`src/rtl/contador_pkg.sv`:
```
// contador_pkg: direction constants and parameter defaults shared by the modulo counter
package contador_pkg;
  localparam logic DIR_UP = 1'b1;
  localparam logic DIR_DOWN = 1'b0;
  localparam int WIDTH_DEF = 4;
  localparam int MODULO_DEF = 10;
endpackage

```
`src/rtl/modulo_proximo_estado.sv`:
```
// modulo_proximo_estado: combinational next count, wrap/terminal-count, illegal-load and toggle mask
module modulo_proximo_estado
  import contador_pkg::*;
#(
  parameter int WIDTH = WIDTH_DEF,
  parameter int MODULO = MODULO_DEF
) (
  input  logic             clr,
  input  logic             enable,
  input  logic             ci,
  input  logic             up,
  input  logic             load,
  input  logic [WIDTH-1:0] d,
  input  logic [WIDTH-1:0] q,
  output logic [WIDTH-1:0] q_d,
  output logic [WIDTH-1:0] t_out,
  output logic             tc_d,
  output logic             err_d
);
  // one extra bit so MODULO == 2**WIDTH is representable in the range compares
  localparam logic [WIDTH:0] MOD_W = (WIDTH+1)'(MODULO);
  localparam logic [WIDTH-1:0] MAX_V = WIDTH'(MODULO - 1);
  logic d_ok, q_ok, step, wrap, is_up;
  logic [WIDTH-1:0] cnt;
  always_comb begin
    is_up = up == DIR_UP;
    d_ok = {1'b0, d} < MOD_W;
    q_ok = {1'b0, q} < MOD_W;
    step = enable & ci & ~load;
    wrap = q_ok & (is_up ? q == MAX_V : q == '0);
    cnt = !q_ok ? '0 : wrap ? (is_up ? '0 : MAX_V) : is_up ? q + 1'b1 : q - 1'b1;
    q_d = clr ? '0 : (enable & load) ? (d_ok ? d : '0) : step ? cnt : q;
    tc_d = ~clr & step & wrap;
    err_d = ~clr & enable & load & ~d_ok;
    t_out = clr ? '0 : q ^ q_d;
  end
endmodule

```
`src/rtl/modulo_contador_ud.sv`:
```
// modulo_contador_ud: falling-edge up/down modulo counter with load; CONTADOR_CASCATA_EN adds ci/co cascade
module modulo_contador_ud
  import contador_pkg::*;
#(
  parameter int WIDTH = WIDTH_DEF,
  parameter int MODULO = MODULO_DEF
) (
  input  logic             clk,
  input  logic             clr,
  input  logic             enable,
  input  logic             up,
  input  logic             load,
  input  logic [WIDTH-1:0] d,
`ifdef CONTADOR_CASCATA_EN
  input  logic             ci,
  output logic             co,
`endif
  output logic [WIDTH-1:0] q,
  output logic [WIDTH-1:0] t_out,
  output logic             tc,
  output logic             err
);
  if (MODULO < 2 || MODULO > (1 << WIDTH)) begin : g_bad_modulo
    $error("modulo_contador_ud: MODULO must be in 2..2**WIDTH");
  end
  logic [WIDTH-1:0] q_q, q_d;
  logic tc_q, tc_d, err_q, err_d, c_in;
`ifdef CONTADOR_CASCATA_EN
  localparam logic [WIDTH-1:0] MAX_V = WIDTH'(MODULO - 1);
  assign c_in = ci;
  assign co = ci & enable & ~load & ((up == DIR_UP) ? q_q == MAX_V : q_q == '0);
`else
  assign c_in = 1'b1;
`endif
  modulo_proximo_estado #(.WIDTH(WIDTH), .MODULO(MODULO)) u_prox (
    .clr(clr), .enable(enable), .ci(c_in), .up(up), .load(load), .d(d), .q(q_q),
    .q_d(q_d), .t_out(t_out), .tc_d(tc_d), .err_d(err_d)
  );
  always_ff @(negedge clk) begin
    q_q <= q_d;
    tc_q <= tc_d;
    err_q <= err_d;
  end
  assign q = q_q;
  assign tc = tc_q;
  assign err = err_q;
endmodule

```
`config.mk`:
```
export PLATFORM = sky130hd
export DESIGN_NAME = modulo_contador_ud
export DESIGN_NICKNAME = d
export VERILOG_FILES = /design/src/rtl/contador_pkg.sv /design/src/rtl/modulo_proximo_estado.sv /design/src/rtl/modulo_contador_ud.sv
export SDC_FILE = /design/constraint.sdc
export NUM_CORES = 1
export LEC_CHECK = 0
export CELL_PAD_IN_SITES_DETAIL_PLACEMENT = 1
export CELL_PAD_IN_SITES_GLOBAL_PLACEMENT = 1
export CORE_UTILIZATION = 25
export DETAILED_ROUTE_END_ITERATION = 8
export GPL_ROUTABILITY_DRIVEN = 0
export PLACE_DENSITY_LB_ADDON = 0.1
export RECOVER_POWER = 25
export SYNTH_ARGS = -nofsm -noshare
export SYNTH_HDL_FRONTEND = slang
export SYNTH_SLANG_ARGS = --single-unit
```
`constraint.sdc`:
```
create_clock -name clk -period 2.73 [get_ports clk]
set_clock_uncertainty 0.15 [all_clocks]
set_input_delay 0.546 -clock clk [delete_from_list [all_inputs] [get_ports clk]]
set_output_delay 0.546 -clock clk [all_outputs]
set_load 0.03 [all_outputs]
```
==> results of run 1 <==
## logic make-up (layout without fill, tap and decap cells)
group	Yosys count	count (layout)	synth area share [%]
AOI/OAI and AO/OA	19	19	22.9
xor gates and xnor gates	4	4	6.62
adders and majority gates	3	3	8.51
buffers and inverters	9	54	9.45
DFF	6	6	22.7
muxes	2	2	3.78
and+or+nand+nor	23	23	26.0
## flip-flops by register name (all words and copies together), names as in the netlist
| signal | count |
|---|---|
| q | 4 |
| err | 1 |
| tc | 1 |
## worst max path at each step
| stage | from | to | depth (start not counted) |
|---|---|---|---|
| after floorplan | q[0] | t_out[2] | 6 |
| after global placement | q[1] | t_out[1] | 6 |
| after detailed placement | up | q[3] | 8 |
| after CTS | q[0] | t_out[2] | 7 |
| after global routing | q[0] | t_out[2] | 7 |
| final | q[0] | t_out[2] | 7 |
## worst reg2reg max path: stages (launching register included)
cell and delay (ns):
dfxtp_4 0.36, ha_1 0.27, a21o_1 0.16, a21oi_2 0.17, xnor2_2 0.14, xor2_1 0.18
a31oi_1 0.10
## metal layers
layer  track usage [%]  vias up
li1                  -      323
met1              25.2      322
met2              32.4       12
met3              3.77        0
met4              12.8        0
met5                 0        -
## power groups by stage
| stage | logic [W] | clock network [W] | registers (W) |
|---|---|---|---|
| 3_5_place_dp | 0.000183 | 0.0000158 | 0.000104 |
| 5_1_grt | 0.000228 | 0.000141 | 0.000106 |
| 6_report | 0.000211 | 0.000118 | 0.000105 |
| 4_1_cts | 0.000200 | 0.000128 | 0.000104 |
| 3_3_place_gp | 0.000178 | 0.0000158 | 0.000104 |
| 2_1_floorplan | 0.0000951 | 0.0000158 | 0.000116 |
## timing repair
item                                    CTS  global route
hold buffers                              0             0
endpoints found under the setup margin   16            15
resized for setup                        33            22
pin swaps                                 3             4
setup buffers                             2             1
## cell type report
type                       count  area (sq um)
fill                         244           913
sequential                     6           138
multi-input combinational     51           480
timing repair buffer          40           350
clock buffer                   3          22.5
inverter                       5          21.3
clock inverter                 6          22.5
tap                           27          33.8
## synth_stat cells, drive strengths merged
cell	count
dfxtp	6
inv	6
nor2	6
o21ai	6
a31oi	3
buf	3
nand2	3
nor3	3
a21oi	2
ha	2
mux2i	2
nand2b	2
o211ai	2
o21a	2
xnor2	2
xor2	2
a211o	1
a21o	1
a22o	1
and2b	1
and3	1
fa	1
nand3	1
nand3b	1
nor2b	1
nor3b	1
nor4b	1
o31ai	1
or3	1
or3b	1
## through the flow
| step | setup TNS, ns | util [%] | instance area, sq um | setup WS (ns) | total power [W] |
|---|---|---|---|---|---|
| 2_1_floorplan | -4.80 | - | 602 | -1.04 | 0.000227 |
| 6_report | -6.94 | 53.9 | 1070 | -1.37 | 0.000435 |
| 3_3_place_gp | -8.42 | 45.7 | 906 | -1.06 | 0.000299 |
| 3_5_place_dp | -8.84 | 45.7 | 906 | -1.11 | 0.000303 |
| 5_1_grt | -7.77 | 53.9 | 1070 | -1.48 | 0.000475 |
| 4_1_cts | -7.14 | 52.1 | 1030 | -1.39 | 0.000433 |
==> results.yml, run 1 <==
route:
  via_count: 657
  ant_nets: 0
  wl_per_cell_um: 13.8
  drc_errors: 0
  wl_met3_um: 48
  wl_met2_mm: 1.06
  via_per_inst: 4.76
  firstDrtPassIters: 2
  wl_mm: 1.91
  highest_layer: "met3"
  drtIter0Drc: 1
  met1Wirelength_um: 795
cts:
  clk_pin_slew_worst_paths_ns: 0.04
  tritoncts: "yes"
  clockBufferDepth: 2
  numCtsBuffers: 3
  ctsHtreeMaxLevel: 1
  cts_root_buf: "clkbuf_4"
  cts.sinks: 6
  clock_latency_ns: 0.30
final_layout:
  layout.nets: 125
  syn_to_final_growth_pct: 102
  final_common_cell: "buf_4"
  final_cells: 138
  antennaDiodeCount: 0
  layout_common_cells: "19 x buf_4, 13 x buf_6, 8 x inv_1"
  layout-drive-gt1-share_pct: 63.1
sta:
  max_slew_margin_pct: 76.7
  timing_hold_violations_final: 0
  finalMaxSlewViolations: 0
  worst_slack_ns: -1.37
  tightest_slew_ns: 0.346
  whs_ns: 0.608
  finalSetupViolations: 13
  rsz0062_at_grt: "yes"
setup_path:
  start_kind: "flip-flop"
  crit_buf_inv: 2
  critPathArrivalTime_ns: 3.40
  critPathMaxStageDelay_ns: 0.37
  regToRegStartpoint: "q[1]"
  r2r_cells: 6
  cp.required_ns: 2.03
  critPathMaxFanout: 4
  cp_slowest_cell: "dfxtp_4"
  path_cells: "inv_4 -> fa_2 -> xor2_1 -> o21a_1 -> nor3_4 -> mux2i_4 -> buf_6"
  endpoint_kind: "output pin"
  timing.rr.end: "q[3]"
  reg2reg_slack_ns: 1.08
  path_class: "flip-flop to output pin"
  path_delay_family: "flip-flops"
synth:
  synth_cell_type_count: 33
  synth_area_leaders: "dfxtp_1 23%, ha_1 4.7%, buf_6 4.3%"
  syn_area_per_cell_sq_um: 8.02
  synthesis.nets: 78
  synth.cell_area_sq_um: 529
  yosys_warnings: 0
  synth_cells: 66
  synth_top_area_share_pct: 22.7
  synth_largest_area_cell: "dfxtp_1"
  yosysSeqAreaShare_pct: 22.7
  ys_ff_latch: 6
power:
  combPwrFrac_pct: 48.6
  internal-power_w: 0.000263
  power.density_mw_per_mm2: 407
  leakage_nw: 0.497
  seqPwrFrac_pct: 24.1
  p_switching_w: 0.000172
  switching_share_pct: 39.5
  clkPwrFrac_pct: 27.3
  peakVddDrop_uv: 152
die:
  rows: 16
  initial_core_util_pct: 26.7
  io_pins: 19
  die_h_um: 48.0
  die_w_um: 48.0
  die_area_sq_mm: 0.00230
  core_region_area_sq_mm: 0.00198
status:
  violations: "negative setup slack"
  status: "finished, violations left"
global_route:
  first_global_vias: 709
  grt_overflow_total: 0
  grt_pass1_wl_mm: 3.12
  antenna_found_initial: 0
  grt_usage_pct: 20.4
  grt_start_max_net_pins: 8
placement:
  io_buffers: 18
  dp_cells: 127
  hpwl_mm: 1.46
worst_hold_path:
  worst_hold_path.num_cells: 4
  hold_path_class: "flip-flop to flip-flop"
  min_to: "tc"
  hp-start: "q[3]"
flow_run:
  maxCapViolCount: 0
Note: power is estimated with default switching activity, not from simulation.
==> inputs of run 2 (changes only) <==
--- a/config.mk
+++ b/config.mk
@@ -8,8 +8,10 @@
 export CELL_PAD_IN_SITES_DETAIL_PLACEMENT = 1
 export CELL_PAD_IN_SITES_GLOBAL_PLACEMENT = 1
 export CORE_UTILIZATION = 25
+export CTS_CLUSTER_SIZE = 10
 export DETAILED_ROUTE_END_ITERATION = 8
 export GPL_ROUTABILITY_DRIVEN = 0
+export GPL_TIMING_DRIVEN = 0
 export PLACE_DENSITY_LB_ADDON = 0.1
 export RECOVER_POWER = 25
 export SYNTH_ARGS = -nofsm -noshare
==> constraint.sdc (replaced) <==
create_clock -name clk -period 4.9 [get_ports clk]
set_clock_uncertainty 0.15 [all_clocks]
set_input_delay 0.98 -clock clk [delete_from_list [all_inputs] [get_ports clk]]
set_output_delay 0.98 -clock clk [all_outputs]
set_load 0.03 [all_outputs]
==> run 2 against run 1 <==
- the flow still finishes with violations (negative setup slack)
- combinational power down 54%
- register-to-register slack better by 2.1 ns
- wire length is 22% lower
- worst hold slack got worse by 0.13 ns
- flip-flop and latch count is the same
- highest routed layer unchanged
==> results.yml, run 2 (same netlist as run 1, synthesis figures left out) <==
power:
  peakVddDrop_uv: 133
  leakage_nw: 0.399
  switching_share_pct: 39.8
  seqPwrFrac_pct: 26.0
  clkPwrFrac_pct: 30.4
  p_switching_w: 0.0000879
  power.density_mw_per_mm2: 247
  internal-power_w: 0.000133
  combPwrFrac_pct: 43.6
final_layout:
  largest_reg_flops: 4
  multi_input_area_sq_um: 442
  antennaDiodeCount: 0
  post-route-util_pct: 45.1
  layout.nets: 110
  seq_area_sq_um: 133
  final_common_cell: "inv_1"
  syn_to_final_growth_pct: 69.0
  n_fill_cell: 239
  layout-drive-gt1-share_pct: 38.5
  layout_common_cells: "9 x inv_1, 7 x buf_4, 5 x buf_6, 5 x nor2_1, 5 x clkdlybuf4s50_1"
  final_cells: 123
cts:
  ctsHtreeMaxLevel: 1
  clock_latency_ns: 0.31
  hold_buffers: 0
  clk_pin_slew_worst_paths_ns: 0.04
  numCtsBuffers: 3
  cts_root_buf: "clkbuf_4"
  cts.sinks: 6
  clockBufferDepth: 2
  tritoncts: "yes"
setup_path:
  timing.rr.end: "q[3]"
  critPathMaxFanout: 7
  regToRegStartpoint: "q[1]"
  reg2reg_slack_ns: 3.14
  critPathArrivalTime_ns: 4.46
  crit_buf_inv: 1
  start_kind: "flip-flop"
  r2r_cells: 7
  path_class: "flip-flop to output pin"
  path_cells: "a211o_1 -> a22o_1 -> o21a_1 -> nor3_4 -> mux2i_4 -> buf_6"
  cp.required_ns: 3.77
  path_delay_family: "compound AO/OA/AOI/OAI gates"
  endpoint_kind: "output pin"
  critPathMaxStageDelay_ns: 0.36
  cp_slowest_cell: "dfxtp_4"
sta:
  timing_hold_violations_final: 0
  max_slew_margin_pct: 73.7
  finalMaxSlewViolations: 0
  rsz0062_at_grt: "yes"
  finalSetupViolations: 4
  tightest_slew_ns: 0.390
  worst_slack_ns: -0.689
status:
  status: "finished, violations left"
  violations: "negative setup slack"
global_route:
  grt_overflow_total: 0
  first_global_vias: 600
  grt_start_max_net_pins: 11
  antenna_found_initial: 0
  grt_usage_pct: 15.5
  grt_pass1_wl_mm: 2.42
placement:
  hpwl_mm: 1.08
  io_buffers: 16
  dp_cells: 109
route:
  via_per_inst: 4.81
  drtIter0Drc: 0
  wl_mm: 1.48
  drc_errors: 0
  firstDrtPassIters: 1
  ant_nets: 0
  via_count: 592
  wl_per_cell_um: 12.0
flow_run:
  maxCapViolCount: 0
die:
  initial_core_util_pct: 26.7
  die_h_um: 48.0
  die_area_sq_mm: 0.00230
  die_w_um: 48.0
  rows: 16
  core_region_area_sq_mm: 0.00198
  io_pins: 19
worst_hold_path:
  hp-start: "q[1]"
  hold_path_class: "flip-flop to flip-flop"
  worst_hold_path.num_cells: 3
  min_to: "tc"
[run 2: worst max-delay path by stage]
stage | slack, ns | cells past startpoint | start | end
floorplan | -0.44 | 6 | q[0] | t_out[2]
global placement | -0.99 | 7 | q[0] | t_out[2]
detailed placement | -1.02 | 7 | q[0] | t_out[2]
CTS | -0.77 | 7 | q[1] | t_out[2]
global route | -0.77 | 6 | q[1] | t_out[1]
finish | -0.69 | 6 | q[1] | t_out[2]
[run 2: layout make-up]
type	count	area share (%)
plain buffers	3	3.08
multi-input cells	51	49.4
well taps	27	3.78
clock inverters	6	2.52
inverters	5	2.10
repair buffers	22	21.8
flip-flops and latches	6	14.8
clock buffers	3	2.52
[run 2: stage by stage]
stage	hold slack, ns	total power [W]	instance area (sq um)	TNS, ns	setup WS, ns
2_1_floorplan	0.537	0.000126	597	-1.21	-0.440
3_3_place_gp	0.521	0.000153	791	-4.60	-0.990
3_5_place_dp	0.537	0.000155	791	-4.74	-1.02
4_1_cts	0.573	0.000223	877	-2.40	-0.774
5_1_grt	0.503	0.000240	895	-2.60	-0.774
6_report	0.481	0.000221	895	-2.24	-0.689
[run 2: worst register-to-register path, delay by kind of cell, from the launching register on]
kind / cells / cell delay, ns
buffers and inverters: 1 / 0.15
adders and majority gates: 1 / 0.27
DFF: 1 / 0.36
xor gates and xnor gates: 2 / 0.30
AOI/OAI and AO/OA: 3 / 0.38
[run 2: routing by layer]
| layer | global-route usage, % | vias up | part of all wire (%) |
|---|---|---|---|
| met5 | 0 | - | 0 |
| met4 | 4.44 | 0 | 0 |
| met3 | 8.68 | 0 | 5.0 |
| met2 | 25.1 | 14 | 55 |
| met1 | 17.4 | 281 | 40 |
| li1 | - | 297 | - |
[run 2: timing repair]
item,CTS,global route
endpoints found under the hold margin,0,0
setup buffers,5,1
pin swaps,6,5
setup endpoints to repair,10,8
resized for setup,35,10
[run 2: power groups by stage]
stage                clock [W]  sequential [W]  combinational, W
floorplan           0.00000880       0.0000647         0.0000526
global placement    0.00000880       0.0000597         0.0000846
detailed placement  0.00000880       0.0000598         0.0000863
CTS                  0.0000725       0.0000576         0.0000932
global route         0.0000764       0.0000580          0.000106
finish               0.0000672       0.0000575         0.0000962
==> inputs of run 3 (changes only) <==
--- a/config.mk
+++ b/config.mk
@@ -6,7 +6,7 @@
 export NUM_CORES = 1
 export LEC_CHECK = 0
 export CELL_PAD_IN_SITES_DETAIL_PLACEMENT = 1
-export CELL_PAD_IN_SITES_GLOBAL_PLACEMENT = 1
+export CELL_PAD_IN_SITES_GLOBAL_PLACEMENT = 2
 export CORE_UTILIZATION = 25
 export CTS_CLUSTER_SIZE = 10
 export DETAILED_ROUTE_END_ITERATION = 8
@@ -14,6 +14,7 @@
 export GPL_TIMING_DRIVEN = 0
 export PLACE_DENSITY_LB_ADDON = 0.1
 export RECOVER_POWER = 25
+export SLEW_MARGIN = 30
 export SYNTH_ARGS = -nofsm -noshare
 export SYNTH_HDL_FRONTEND = slang
 export SYNTH_SLANG_ARGS = --single-unit
==> run 3 against run 2 <==
- the run still ends with negative setup slack left
- setup slack got worse by 0.038 ns
- sequential power fell by 0.9%
- worst hold slack got worse by 0.017 ns
- critical endpoint is now t_out[3]
==> results.yml, run 3 (same netlist as run 1, synthesis figures left out) <==
final_layout:
  layout_common_cells: "9 x inv_1, 7 x buf_4, 6 x clkdlybuf4s50_1"
  layout.nets: 111
  final_cells: 124
  syn_to_final_growth_pct: 76.8
  layout-drive-gt1-share_pct: 42.3
  fin_area_sq_um: 936
  antennaDiodeCount: 0
  final_common_cell: "inv_1"
  largest_reg_flops: 4
  n_fill_cell: 239
global_route:
  top_usage_layer: "met2"
  grt_util_met2_pct: 22.4
  grt_pass1_wl_mm: 2.40
  grt_usage_pct: 15.6
  grt_util_met1_pct: 21.6
  first_global_vias: 526
  grt_start_max_net_pins: 11
  antenna_found_initial: 0
  use_met3_pct: 3.02
  grt_overflow_total: 0
setup_path:
  reg2reg_slack_ns: 3.10
  crit_buf_inv: 2
  cp_slowest_cell: "dfxtp_4"
  r2r_cells: 8
  path_cells: "buf_4 -> ha_4 -> a21o_1 -> a21oi_2 -> xnor2_2 -> or3_4 -> a31oi_4 -> buf_6"
  start_kind: "flip-flop"
  path_delay_family: "compound AO/OA/AOI/OAI gates"
  path_depth: 8
  critPathArrivalTime_ns: 4.50
  path_class: "flip-flop to output pin"
  cp.required_ns: 3.77
  critPathMaxStageDelay_ns: 0.35
  critPathMaxFanout: 5
  endpoint_kind: "output pin"
die:
  rows: 16
  initial_core_util_pct: 26.7
  die_w_um: 48.0
  core_region_area_sq_mm: 0.00198
  die_h_um: 48.0
  io_pins: 19
  die_area_sq_mm: 0.00230
cts:
  cts.sinks: 6
  hold_buffers: 0
  cts_root_buf: "clkbuf_4"
  clk_pin_slew_worst_paths_ns: 0.04
  ctsHtreeMaxLevel: 1
  clockBufferDepth: 2
  numCtsBuffers: 3
  tritoncts: "yes"
  clock_latency_ns: 0.31
sta:
  rsz0062_at_grt: "yes"
  finalMaxSlewViolations: 0
  timing_hold_violations_final: 0
  worst_slack_ns: -0.727
  max_slew_margin_pct: 77.2
  finalSetupViolations: 4
  tightest_slew_ns: 0.338
power:
  leakage_nw: 0.416
  power.density_mw_per_mm2: 242
  peakVddDrop_uv: 87.3
worst_hold_path:
  worst_hold_path.num_cells: 3
  hold_path_class: "flip-flop to flip-flop"
placement:
  dp_cells: 109
  dpl_worst_slack_ns: -1.05
  hpwl_mm: 1.09
  dpl_cell_area_sq_um: 791
  io_buffers: 16
route:
  wl_per_cell_um: 12.7
  via_per_inst: 4.83
  wl_mm: 1.57
  firstDrtPassIters: 4
  ant_nets: 0
  drtIter0Drc: 5
  drc_errors: 0
  via_count: 599
flow_run:
  maxCapViolCount: 0
status:
  violations: "negative setup slack"
  status: "finished, violations left"
run 3: changes by cell type in the layout (fill, tap and decap cells not counted), sizes merged:
cell | before | now
clkdlybuf4s50 | 5 | 6
clkdlybuf4s15 | 1 | 0
clkbuf | 4 | 3
dlygate4sd2 | 2 | 3
buf | 14 | 15
run 3: cell type report:
cell class              instances  area, sq um  share of cell area [%]
plain buffers                   3         27.5                    2.94
clock buffers                   3         22.5                    2.41
clock inverters                 6         22.5                    2.41
inverters                       5         18.8                    2.01
multi-input cells              51          473                    50.5
flip-flops and latches          6          133                    14.2
well taps                      27         33.8                    3.61
repair buffers                 23          205                    21.9
run 3: routing by layer:
metal	part of all wire (%)	routed length, um
met4	1.6	25
met5	0	0
met2	48	755
met1	47	742
met3	2.9	46
run 3: worst paths after layout:
kind / startpoint / endpoint
min reg2reg: q[2] / tc
max reg2reg: q[1] / q[3]
min: q[2] / tc
max: q[1] / t_out[3]
run 3: through the flow:
step / hold WS [ns] / total power (W) / utilization (%) / setup TNS (ns)
final: 0.464 / 0.000227 / 47.2 / -2.46
after global placement: 0.537 / 0.000154 / 39.9 / -4.74
after global routing: 0.477 / 0.000246 / 47.2 / -2.81
after floorplan: 0.537 / 0.000126 / - / -1.21
after CTS: 0.490 / 0.000227 / 45.8 / -2.53
after detailed placement: 0.540 / 0.000155 / 39.9 / -4.89
run 3: worst min-delay path, cell delays in order (launching register included):
cell and delay (ns):
dfxtp_4 0.37, nor2_1 0.07, o21ai_2 0.07, nor3b_1 0.05
run 3: what timing repair did:
action	CTS	global route
setup endpoints to repair	10	6
pin swaps	9	9
buffers inserted	5	2
gates resized for setup	40	5
run 3: power by group:
part / internal (W) / switching, W / total (W)
clock: 0.0000346 / 0.0000326 / 0.0000672
sequential: 0.0000526 / 0.00000433 / 0.0000570
combinational: 0.0000484 / 0.0000544 / 0.000103
